<file path="src/rtl/msg_schedule_if.sv">
// Valid/ready stream bundle for msg_schedule: message words in, schedule words out.
interface msg_schedule_if #(
    parameter int WORD_W = 32
);
    logic              in_valid;
    logic              in_ready;
    logic [WORD_W-1:0] in_data;
    logic              out_valid;
    logic              out_ready;
    logic [WORD_W-1:0] out_data;
    logic              out_last;

    // slave is the schedule block; master is the padder/round datapath around it
    modport slave (
        input  in_valid, in_data, out_ready,
        output in_ready, out_valid, out_data, out_last
    );
    modport master (
        output in_valid, in_data, out_ready,
        input  in_ready, out_valid, out_data, out_last
    );
endinterface

</file>
<file path="src/rtl/msg_schedule.sv">
// SHA-2 message-schedule generator: loads W0..W15, then expands to W(ROUNDS-1).
// Optional round_idx output port enabled by defining MSG_SCHED_ROUND_IDX_EN.
module msg_schedule #(
    parameter int WORD_W = 32,
    parameter int ROUNDS = 64
) (
    input  logic          clk,
    input  logic          rst_n,
    input  logic          start,
    input  logic          abort,
    msg_schedule_if.slave bus,
    output logic          busy
`ifdef MSG_SCHED_ROUND_IDX_EN
    ,
    output logic [7:0]    round_idx
`endif
);
    if (WORD_W != 32 && WORD_W != 64) begin : g_bad_word_w
        $error("msg_schedule: WORD_W must be 32 or 64");
    end
    if (ROUNDS < 17 || ROUNDS > 255) begin : g_bad_rounds
        $error("msg_schedule: ROUNDS must be in 17..255");
    end

    localparam int S0_R1 = (WORD_W == 32) ? 7  : 1;
    localparam int S0_R2 = (WORD_W == 32) ? 18 : 8;
    localparam int S0_SH = (WORD_W == 32) ? 3  : 7;
    localparam int S1_R1 = (WORD_W == 32) ? 17 : 19;
    localparam int S1_R2 = (WORD_W == 32) ? 19 : 61;
    localparam int S1_SH = (WORD_W == 32) ? 10 : 6;
    localparam logic [7:0] LAST_T = 8'(ROUNDS - 1);

    typedef enum logic [1:0] {ST_IDLE, ST_LOAD, ST_EXPAND} state_t;

    function automatic logic [WORD_W-1:0] rotr(input logic [WORD_W-1:0] x, input int n);
        return (x >> n) | (x << (WORD_W - n));
    endfunction

    function automatic logic [WORD_W-1:0] sig0(input logic [WORD_W-1:0] x);
        return rotr(x, S0_R1) ^ rotr(x, S0_R2) ^ (x >> S0_SH);
    endfunction

    function automatic logic [WORD_W-1:0] sig1(input logic [WORD_W-1:0] x);
        return rotr(x, S1_R1) ^ rotr(x, S1_R2) ^ (x >> S1_SH);
    endfunction

    state_t            r_state;
    logic [WORD_W-1:0] r_w [16];
    logic [7:0]        r_t;
    logic              r_out_valid;
    logic [WORD_W-1:0] r_out_data;
    logic              r_out_last;
`ifdef MSG_SCHED_ROUND_IDX_EN
    logic [7:0]        r_round_idx;
`endif

    logic              w_free;
    logic              w_load_hs;
    logic              w_expand_step;
    logic              w_push;
    logic [WORD_W-1:0] w_new;
    logic [WORD_W-1:0] w_push_data;

    // A word may be produced whenever the output slot is empty or being drained.
    assign w_free        = !r_out_valid || bus.out_ready;
    assign w_load_hs     = (r_state == ST_LOAD) && w_free && bus.in_valid;
    assign w_expand_step = (r_state == ST_EXPAND) && w_free;
    assign w_push        = w_load_hs || w_expand_step;
    assign w_new         = sig1(r_w[14]) + r_w[9] + sig0(r_w[1]) + r_w[0];
    assign w_push_data   = (r_state == ST_LOAD) ? bus.in_data : w_new;

    always_ff @(posedge clk or negedge rst_n) begin
        if (!rst_n) begin
            r_state     <= ST_IDLE;
            r_t         <= '0;
            r_out_valid <= 1'b0;
            r_out_data  <= '0;
            r_out_last  <= 1'b0;
`ifdef MSG_SCHED_ROUND_IDX_EN
            r_round_idx <= '0;
`endif
            // NOTE: the 16-word window is flop-based and small, so it is reset
            // like the rest of the state; a RAM-mapped array would not be.
            for (int i = 0; i < 16; i++) r_w[i] <= '0;
        end else if (abort) begin
            r_state     <= ST_IDLE;
            r_t         <= '0;
            r_out_valid <= 1'b0;
            r_out_last  <= 1'b0;
        end else begin
            if (r_out_valid && bus.out_ready) begin
                r_out_valid <= 1'b0;
                r_out_last  <= 1'b0;
            end
            if (w_push) begin
                for (int i = 0; i < 15; i++) r_w[i] <= r_w[i+1];
                r_w[15]     <= w_push_data;
                r_out_data  <= w_push_data;
                r_out_valid <= 1'b1;
                r_out_last  <= 1'b0;
`ifdef MSG_SCHED_ROUND_IDX_EN
                r_round_idx <= r_t;
`endif
                r_t         <= r_t + 8'd1;
            end
            case (r_state)
                ST_IDLE: begin
                    if (start) begin
                        r_state <= ST_LOAD;
                        r_t     <= '0;
                    end
                end
                ST_LOAD: begin
                    if (w_load_hs && r_t == 8'd15) r_state <= ST_EXPAND;
                end
                ST_EXPAND: begin
                    // Later assignment overrides the clear done by the push above.
                    if (w_expand_step && r_t == LAST_T) begin
                        r_out_last <= 1'b1;
                        r_state    <= ST_IDLE;
                    end
                end
                default: r_state <= ST_IDLE;
            endcase
        end
    end

    assign bus.in_ready  = (r_state == ST_LOAD) && w_free;
    assign bus.out_valid = r_out_valid;
    assign bus.out_data  = r_out_data;
    assign bus.out_last  = r_out_last;
    assign busy          = (r_state != ST_IDLE);
`ifdef MSG_SCHED_ROUND_IDX_EN
    assign round_idx     = r_round_idx;
`endif

endmodule

</file>
<file path="src/flat_wrapper.sv">
// flat-port wrapper written by rule: the top's interface ports become plain ports
module msg_schedule_flat 
#(
    parameter int WORD_W = 32,
    parameter int ROUNDS = 64
)
  (clk, rst_n, start, abort, busy, bus_in_valid, bus_in_data, bus_out_ready, bus_in_ready, bus_out_valid, bus_out_data, bus_out_last);
  msg_schedule_if #(.WORD_W(WORD_W)) bus_i ();
  input  logic clk;
  input  logic rst_n;
  input  logic start;
  input  logic abort;
  output logic busy;
  input wire logic [$bits(bus_i.in_valid)-1:0] bus_in_valid;
  input wire logic [$bits(bus_i.in_data)-1:0] bus_in_data;
  input wire logic [$bits(bus_i.out_ready)-1:0] bus_out_ready;
  output wire logic [$bits(bus_i.in_ready)-1:0] bus_in_ready;
  output wire logic [$bits(bus_i.out_valid)-1:0] bus_out_valid;
  output wire logic [$bits(bus_i.out_data)-1:0] bus_out_data;
  output wire logic [$bits(bus_i.out_last)-1:0] bus_out_last;
  assign bus_i.in_valid = bus_in_valid;
  assign bus_i.in_data = bus_in_data;
  assign bus_i.out_ready = bus_out_ready;
  assign bus_in_ready = bus_i.in_ready;
  assign bus_out_valid = bus_i.out_valid;
  assign bus_out_data = bus_i.out_data;
  assign bus_out_last = bus_i.out_last;
  msg_schedule #(.WORD_W(WORD_W), .ROUNDS(ROUNDS)) u_core (.clk(clk), .rst_n(rst_n), .start(start), .abort(abort), .bus(bus_i), .busy(busy));
endmodule
</file>
<file path="config.mk">
export PLATFORM = sky130hd
export DESIGN_NAME = msg_schedule_flat
export DESIGN_NICKNAME = d
export VERILOG_FILES = /design/src/rtl/msg_schedule_if.sv /design/src/rtl/msg_schedule.sv /design/src/flat_wrapper.sv
export SDC_FILE = /design/constraint.sdc
export NUM_CORES = 1
export LEC_CHECK = 0
export CAP_MARGIN = 20
export CORE_ASPECT_RATIO = 1.2
export CORE_MARGIN = 3
export CORE_UTILIZATION = 54
export CTS_CLUSTER_DIAMETER = 150
export DETAILED_ROUTE_END_ITERATION = 16
export PLACE_DENSITY_LB_ADDON = 0.1
export SLEW_MARGIN = 40
export SYNTH_ARGS = -nofsm -noshare
export SYNTH_HDL_FRONTEND = slang
export SYNTH_SLANG_ARGS = --single-unit
</file>
<file path="constraint.sdc">
create_clock -name clk -period 5.2 [get_ports clk]
set_input_delay 1.56 -clock clk [delete_from_list [all_inputs] [get_ports clk]]
set_output_delay 1.56 -clock clk [all_outputs]
set_load 0.05 [all_outputs]
</file>
=== Yosys cells after proc, flatten, opt, wreduce, memory -nomap -nowiden ===
Cells that the tools add are included.

* Output and inout port bits: 36
* Logic and storage cells: 72
* Bits of input ports: 38
* Register bits after elaboration: 524

* Add/sub/neg operators: 4
* Mux-type cells: 18
* Bitwise gates (word level): 9
* Equality and inequality tests: 7
* Reduce and logical (&&, ||, !) cells: 14

{| class="wikitable"
|+ Operators by type and width
! cell !! number
|-
| $add 32x32->32 || 3
|-
| $xor 32x32->32 || 2
|-
| $mux 32 || 1
|-
| $mux 8 || 4
|-
| $or 13x32->32 || 1
|-
| $or 14x32->32 || 1
|-
| $or 15x32->32 || 1
|-
| $or 25x32->32 || 1
|-
| $xor 32x22->32 || 1
|-
| $xor 32x29->32 || 1
|-
| $ne 3x3->1 const B || 3
|-
| $add 8x1->8 const B || 1
|-
| $eq 8x4->1 const B || 1
|-
| $eq 8x6->1 const B || 1
|-
| $mux 1 || 8
|-
| $mux 2 || 4
|-
| $logic_and 1x1->1 || 6
|-
| $pmux 2 s3 || 1
|-
| $reduce_and 3->1 || 1
|-
| $reduce_bool 3->1 || 1
|-
| $eq 2x1->1 const B || 1
|-
| $eq 2x2->1 const B || 1
|-
| $logic_not 2->1 || 1
|-
| $logic_or 1x1->1 || 2
|-
| 4 further kinds || 4
|}

=== Longest topological paths before layout ===
Gate-level depths: netlist (run 1).

* Word-level depth: 9
* Depth in mapped cells: 18

=== Worst setup path before layout (run 1) ===
No wires, ideal clock.

* Kind: input to output
* From: input bus_out_ready
* To: output bus_in_ready
* Stages: 3
* Path slack: 1226 ps
* Arrival time: 2414 ps
* Data required time: 3640 ps
* Cell sequence: nor2b_1 > clkbuf_1 > nor2_1

* Cells in the longest elaborated chain, start to end: 2

{| class="wikitable"
|+ Ends and longest elaborated chain
! element !! RTL line !! text
|-
| start, declared || flat_wrapper.sv:16 || <nowiki>input wire logic [$bits(bus_i.out_ready)-1:0] bus_out_ready;</nowiki>
|-
| $logic_or 1x1->1 || msg_schedule.sv:65 || <nowiki>assign w_free = !r_out_valid || bus.out_ready;</nowiki>
|-
| $logic_and 1x1->1 || msg_schedule.sv:128 || <nowiki>assign bus.in_ready = (r_state == ST_LOAD) && w_free;</nowiki>
|-
| end, declared || flat_wrapper.sv:17 || <nowiki>output wire logic [$bits(bus_i.in_ready)-1:0] bus_in_ready;</nowiki>
|}

No other way between the ends.

=== Final worst setup path (run 1) ===
Same ends and word-level chain as after synthesis.

==> results of run 1 <==
==> worst max-delay path: stages <==
cell and delay, ps:
clkdlybuf4s50_1 420, nor2b_1 440, nor2_1 100, clkdlybuf4s50_1 730
==> registers in the layout, indices dropped and copies added, names as in the netlist <==
signal and cells:
u_core.bus.out_last 1, u_core.r_w 512, u_core.r_state 2, u_core.r_t 8
u_core.bus.out_valid 1
==> area by class of cell <==
| type | instances | area share |
|---|---|---|
| tap | 609 | 0.02776 |
| clock buffer | 79 | 0.05662 |
| timing repair buffer | 112 | 0.04431 |
| clock inverter | 16 | 0.007568 |
| sequential | 524 | 0.4778 |
| inverter | 142 | 0.01942 |
| multi-input combinational | 1971 | 0.3665 |
==> worst min path at each step <==
stage	from	to	slack, ps	cells after the start
6_report	u_core.r_w[105]	u_core.r_w[137]	460	2
5_1_grt	u_core.r_w[306]	u_core.r_w[338]	470	2
4_1_cts	u_core.r_w[105]	u_core.r_w[137]	450	2
3_5_place_dp	u_core.r_w[374]	u_core.r_w[406]	450	2
3_3_place_gp	u_core.r_w[305]	u_core.r_w[337]	450	2
2_1_floorplan	u_core.r_w[68]	u_core.r_w[100]	440	2
==> synthesized netlist by cell type (all sizes together), types with 2 or more instances <==
| library cell | instances | area [um^2] |
|---|---|---|
| a21o | 19 | 143.9 |
| nand2 | 1428 | 5360 |
| fa | 62 | 1241 |
| nand2b | 4 | 25.02 |
| or3 | 7 | 43.79 |
| xor2 | 30 | 262.8 |
| a21oi | 60 | 311.5 |
| nor3 | 6 | 40.04 |
| xnor2 | 122 | 1069 |
| o21a | 2 | 15.01 |
| ha | 32 | 400.4 |
| a221oi | 2 | 23.77 |
| and2 | 2 | 12.51 |
| o21ai | 71 | 355.3 |
| nor4 | 2 | 12.51 |
| a2111oi | 2 | 36.29 |
| nor2 | 52 | 197.7 |
| o31a | 2 | 17.52 |
| o31ai | 3 | 36.28 |
| clkbuf | 112 | 421.7 |
| a21boi | 3 | 26.28 |
| o22ai | 4 | 25.02 |
| o21bai | 4 | 30.03 |
| a31oi | 8 | 50.05 |
| buf | 95 | 568.0 |
| nand4 | 8 | 50.05 |
| inv | 142 | 533.0 |
| dfrtp | 524 | 13110 |
| and3 | 8 | 50.05 |
| o211ai | 2 | 15.01 |
| nor2b | 7 | 53.80 |
| a211oi | 2 | 15.01 |
| nand3 | 9 | 45.04 |
==> cell families (layout without fill, tap and decap cells) <==
logic type,Yosys count,count (layout),share of synthesized area
simple gates,1535,1535,0.2393
flops,524,524,0.5313
buf+inv,349,349,0.06169
compound gates,189,189,0.04684
xor+xnor,152,152,0.05394
fa+ha+maj,94,94,0.06651
mux,1,1,0.0004056
==> through the flow <==
step           setup WS [ps]  power [mW]  hold WS [ps]  instances
5_1_grt                311.0       14.58         472.1       3453
6_report               386.6       13.77         455.9       3453
4_1_cts                382.2       13.88         452.7       3453
3_5_place_dp           395.5       9.960         448.4       3358
3_3_place_gp           385.6       9.929         446.2       3357
2_1_floorplan           1226       8.494         438.6       2844
==> routing by layer <==
metal	global-route usage	part of all wire	vias to the layer above
met5	0	0	-
li1	-	-	8539
met1	0.3605	0.45	8625
met2	0.4313	0.48	292
met4	0.07859	0.032	0
met3	0.03290	0.034	100
==> report_power, final <==
part	total, mW	switching (mW)	internal (mW)
logic	4.62	2.94	1.68
clock network	3.84	1.58	2.26
registers	5.31	0.629	4.68
==> metrics.txt, run 1 <==
status complete, no violations; Critical R2R Launch u_core.r_w[52]; Final Cycle Share 0.9257; CP Launch Type input pin; layout cells sized above 1 0.04923; largest net degree at the start of global routing 184; Port Buf Inserts 73; Critical Path RT 3640 ps; syn nets 2976; IR drop worst, VDD 0.0004089 V; H-tree depth 2; Final Cell Area 27450 um^2; Core Util, Final 0.6101; CTS Sinks 524; n_diodes 0; initial antenna violation count 0; DRT antenna net count 0; Synth Instances 2844; Distinct cells, synth 58; total CTS buffers 52; most frequent cells in the layout nand2_1 (1428), dfrtp_1 (524), inv_1 (142); Top Ports 74; core area 44990 um^2; Synth Flop Type dfrtp_1; Tmin final 4813 ps; Fin Setup TNS 0 ps; GR Overflow Total 0; vias per cell 5.084; Leak 14.78 nW; Avg Inst Size Synth 8.678 um^2; Post-CTS Resized 0; Row Count 85; area of the multi-input gates 10060 um^2; Fin. Hold Viols 0; Reg2Reg Depth 17; area grow syn2layout 11.20%; number of synthesized flops with an enable pin 0; RSZ-0062 raised after global routing no; Pre-antenna DRT Iters 5; final setup vio count 0; Fill cells 3957; Achievable Freq 207.8 MHz; worst setup path class in2out; drt initial violations 1197; Synth Register Bits 524; cell at the root of the clock tree clkbuf_16; chip width 201.2 um; Max Cap Violations 0; WP data arrival 3250 ps; full die area 48320 um^2; Worst-path clk slew 60 ps; Setup crit end bus_in_ready; routed wire length 60.84 mm; Starting Density 0.5486; FF-to-FF setup slack 720 ps; CTS tree built; buffers inserted by post-CTS timing repair 0; register area 13110 um^2; maximum fanout along the worst path 6; vias in the first global route 17500; Placement Cell Area 25680 um^2; Hold/Removal Path Class reg2reg; Crit. Startpoint bus_out_ready; Die Y 240.2 um; All-Layer GR Usage 0.2591; final-stage net count 2935; DPL Wire Length 42.90 mm; clk_lat worst skew 600 ps; # hold bufs at CTS 0; DR WL/cell 17.62 um; Yosys Warn Count 0; Routability Congestion 0.9481; ys async rst share 1.000; Clock Tree Buf Depth 3; Crit. End Element output port; first-pass GRT wire length 98.16 mm; sequential area share after synthesis 0.5313; Max-Slew Margin vs Limit 0.4131; clock skew 20.81 ps; DRC violation count after routing 0; R2R Path End u_core.r_w[31]; Cell Area, Synth 24680 um^2; PwrDens 501.7 nW/um^2; worst-margin pin slew 880.3 ps; commonest non-fill, non-tap cell in the layout nand2_1; via count 17560; Final Slew Violations 0
Note: power is estimated with default switching activity, not from simulation.
==> run 2: changes to the inputs <==
- CORE_MARGIN: 3 -> default
==> run 2 against run 1 <==
  * Global-route usage increased by 1.4 points
  * Via count about the same
  * First-iteration DRC count decreased by 7.3%
  * Power decreased by 1.1%
  * Largest cell class unchanged
  * Highest routed layer unchanged
==> metrics.txt, run 2 (synthesized netlist as in run 1, its figures left out) <==
Fin Setup TNS 0 ps (unchanged); maximum fanout along the worst path 6 (unchanged); vias in the first global route 17540 (+0.22%); RSZ-0062 raised after global routing no; WP data arrival 3240 ps (about the same); CTS tree built; core area 44990 um^2 (unchanged); Post-CTS Resized 0 (unchanged); Hold/Removal Path Class reg2reg; Critical Path RT 3640 ps (about the same); Starting Density 0.5486 (unchanged); buffers inserted by post-CTS timing repair 0 (unchanged); Row Count 85 (unchanged); Port Buf Inserts 73 (unchanged); Critical Path Max Stage Delay 720 ps (about the same); CTS Sinks 524 (unchanged); vias per cell 5.064 (-0.40%); Inst Count DP 3367 (+0.27%); routed wire length 60.48 mm (-0.59%); H-tree depth 2 (unchanged); most frequent cells in the layout nand2_1 (1428), dfrtp_1 (524), inv_1 (142); commonest non-fill, non-tap cell in the layout nand2_1; drt initial violations 1110 (-7.3%); Crit. End Element output port; first-pass GRT wire length 97.32 mm (-0.85%); Top Family by Delay on Critical Path buffers and inverters; Die Y 236.2 um (-1.7%); Routability Congestion 0.9191 (-3.1%); Max Cap Violations 0 (unchanged); DRT antenna net count 0 (unchanged); All-Layer GR Usage 0.2727 (+0.01366); Placement Cell Area 25820 um^2 (+0.52%); Buf/Inv on CP 2 (unchanged); Fin. Hold Viols 0 (unchanged); Final Slew Violations 0 (unchanged); GR Overflow Total 0 (unchanged); layout cells sized above 1 0.05396 (+0.004733); final-stage net count 2943 (+0.27%); total CTS buffers 51 (-1.9%); initial antenna violation count 1 (+1); Max-Slew Margin vs Limit 0.5266 (+0.1135); Pre-antenna DRT Iters 5 (unchanged); IR drop worst, VDD 0.0004838 V (+18%); Total Power 13.61 mW (-1.1%); crit path max-delay cell type clkdlybuf4s50_1; final setup vio count 0 (unchanged); DR WL/cell 17.46 um (-0.91%); status complete, no violations; via count 17540 (-0.085%); PwrDens 494.2 nW/um^2 (-1.5%); Tmin final 4799 ps (-14.24 ps); DRC violation count after routing 0 (unchanged); Final Cycle Share 0.9229 (-0.002739); Largest Register u_core.r_w; Largest regs u_core.r_w (512), u_core.r_t (8), u_core.r_state (2); Worst-path clk slew 60 ps (about the same); largest net degree at the start of global routing 114 (-38%); chip width 197.2 um (-2.0%); DPL Wire Length 43.33 mm (+1.0%); cell at the root of the clock tree clkbuf_16; Achievable Freq 208.4 MHz (+0.30%); Final Cell Area 27550 um^2 (+0.36%); clk_lat worst skew 600 ps (about the same); area grow syn2layout 11.60%; worst-margin pin slew 710.1 ps (-170.3 ps); Clock Tree Buf Depth 3 (unchanged); max reg flops 512 (unchanged); # hold bufs at CTS 0 (unchanged); worst setup path class in2out; Fill cells 4015 (+1.5%); Top Ports 74 (unchanged); full die area 46570 um^2 (-3.6%); Leak 14.85 nW (+0.49%); CP Launch Type input pin; non-filler cells, final 3464 (+0.32%); critical-path cell list clkdlybuf4s50_1 > nor2b_1 > nor2_1 > clkdlybuf4s50_1; most used cell along the critical path clkdlybuf4s50_1; clock skew 20.84 ps (+0.02890 ps)
==> run 2: cell types whose count changed in the layout (fill, tap and decap cells not counted), sizes merged <==
| cell | before | now |
|---|---|---|
| clkinv | 8 | 18 |
| clkbuf | 79 | 75 |
| clkinvlp | 2 | 1 |
| bufinv | 4 | 2 |
| diode | 0 | 1 |
| inv | 144 | 142 |
| buf | 40 | 49 |
==> run 2: layout make-up <==
cell class                      instances  area [um^2]  share of cell area
Antenna cell                            1        2.502          0.00009085
Inverter                              142        533.0             0.01935
Clock buffer                           75         1528             0.05546
Clock inverter                         21        197.7            0.007177
Sequential cell                       524        13110              0.4760
Tap cell                              609        762.0             0.02766
Timing Repair Buffer                  121         1350             0.04901
Multi-Input combinational cell       1971        10060              0.3652
==> run 2: layer usage <==
metal,vias to the layer above,wire length [um],global-route usage
li1,8531,-,-
met1,8573,27000,0.3754
met2,326,28490,0.4364
met3,111,2528,0.04204
met4,0,2471,0.1048
met5,-,0,0
==> run 2: stage by stage <==
stage	hold slack, ps	util	setup WS (ps)
2_1_floorplan	438.6	-	1226
3_3_place_gp	444.5	0.5736	376.5
3_5_place_dp	447.6	0.5739	404.0
4_1_cts	458.0	0.6122	391.1
5_1_grt	479.6	0.6122	342.3
6_report	459.4	0.6123	400.8
==> run 2: worst min-delay path: cells and delay by family (launching register included) <==
family / cells / cell delay [ps]
simple gates: 2 / 100
flops: 1 / 350
==> run 2: worst paths after layout <==
| check | slack [ps] | depth (start not counted) | from | to |
|---|---|---|---|---|
| min | 460 | 2 | u_core.r_w[261] | u_core.r_w[293] |
| max reg2reg | 760 | 15 | u_core.r_w[53] | u_core.r_w[30] |
| max in group asynchronous | 3260 | 2 | rst_n | u_core.r_w[344] |
| min reg2reg | 460 | 2 | u_core.r_w[261] | u_core.r_w[293] |
| min in group asynchronous | 950 | 1 | rst_n | u_core.r_w[414] |
| max | 400 | 4 | bus_out_ready | bus_in_ready |
==> run 2: report_power, final <==
group | internal (mW) | total, mW | leakage (nW) | switching, mW
Sequential | 4.68 | 5.32 | 7.12 | 0.637
Combinational | 1.68 | 4.55 | 6.87 | 2.88
Clock | 2.15 | 3.74 | 0.862 | 1.59
Total | 8.51 | 13.6 | 14.9 | 5.11
==> run 3: changes to the inputs <==
- SETUP_SLACK_MARGIN: default -> 0.1
==> results of run 3 <==
Final layout, timing and power as in run 2 (identical DEF).
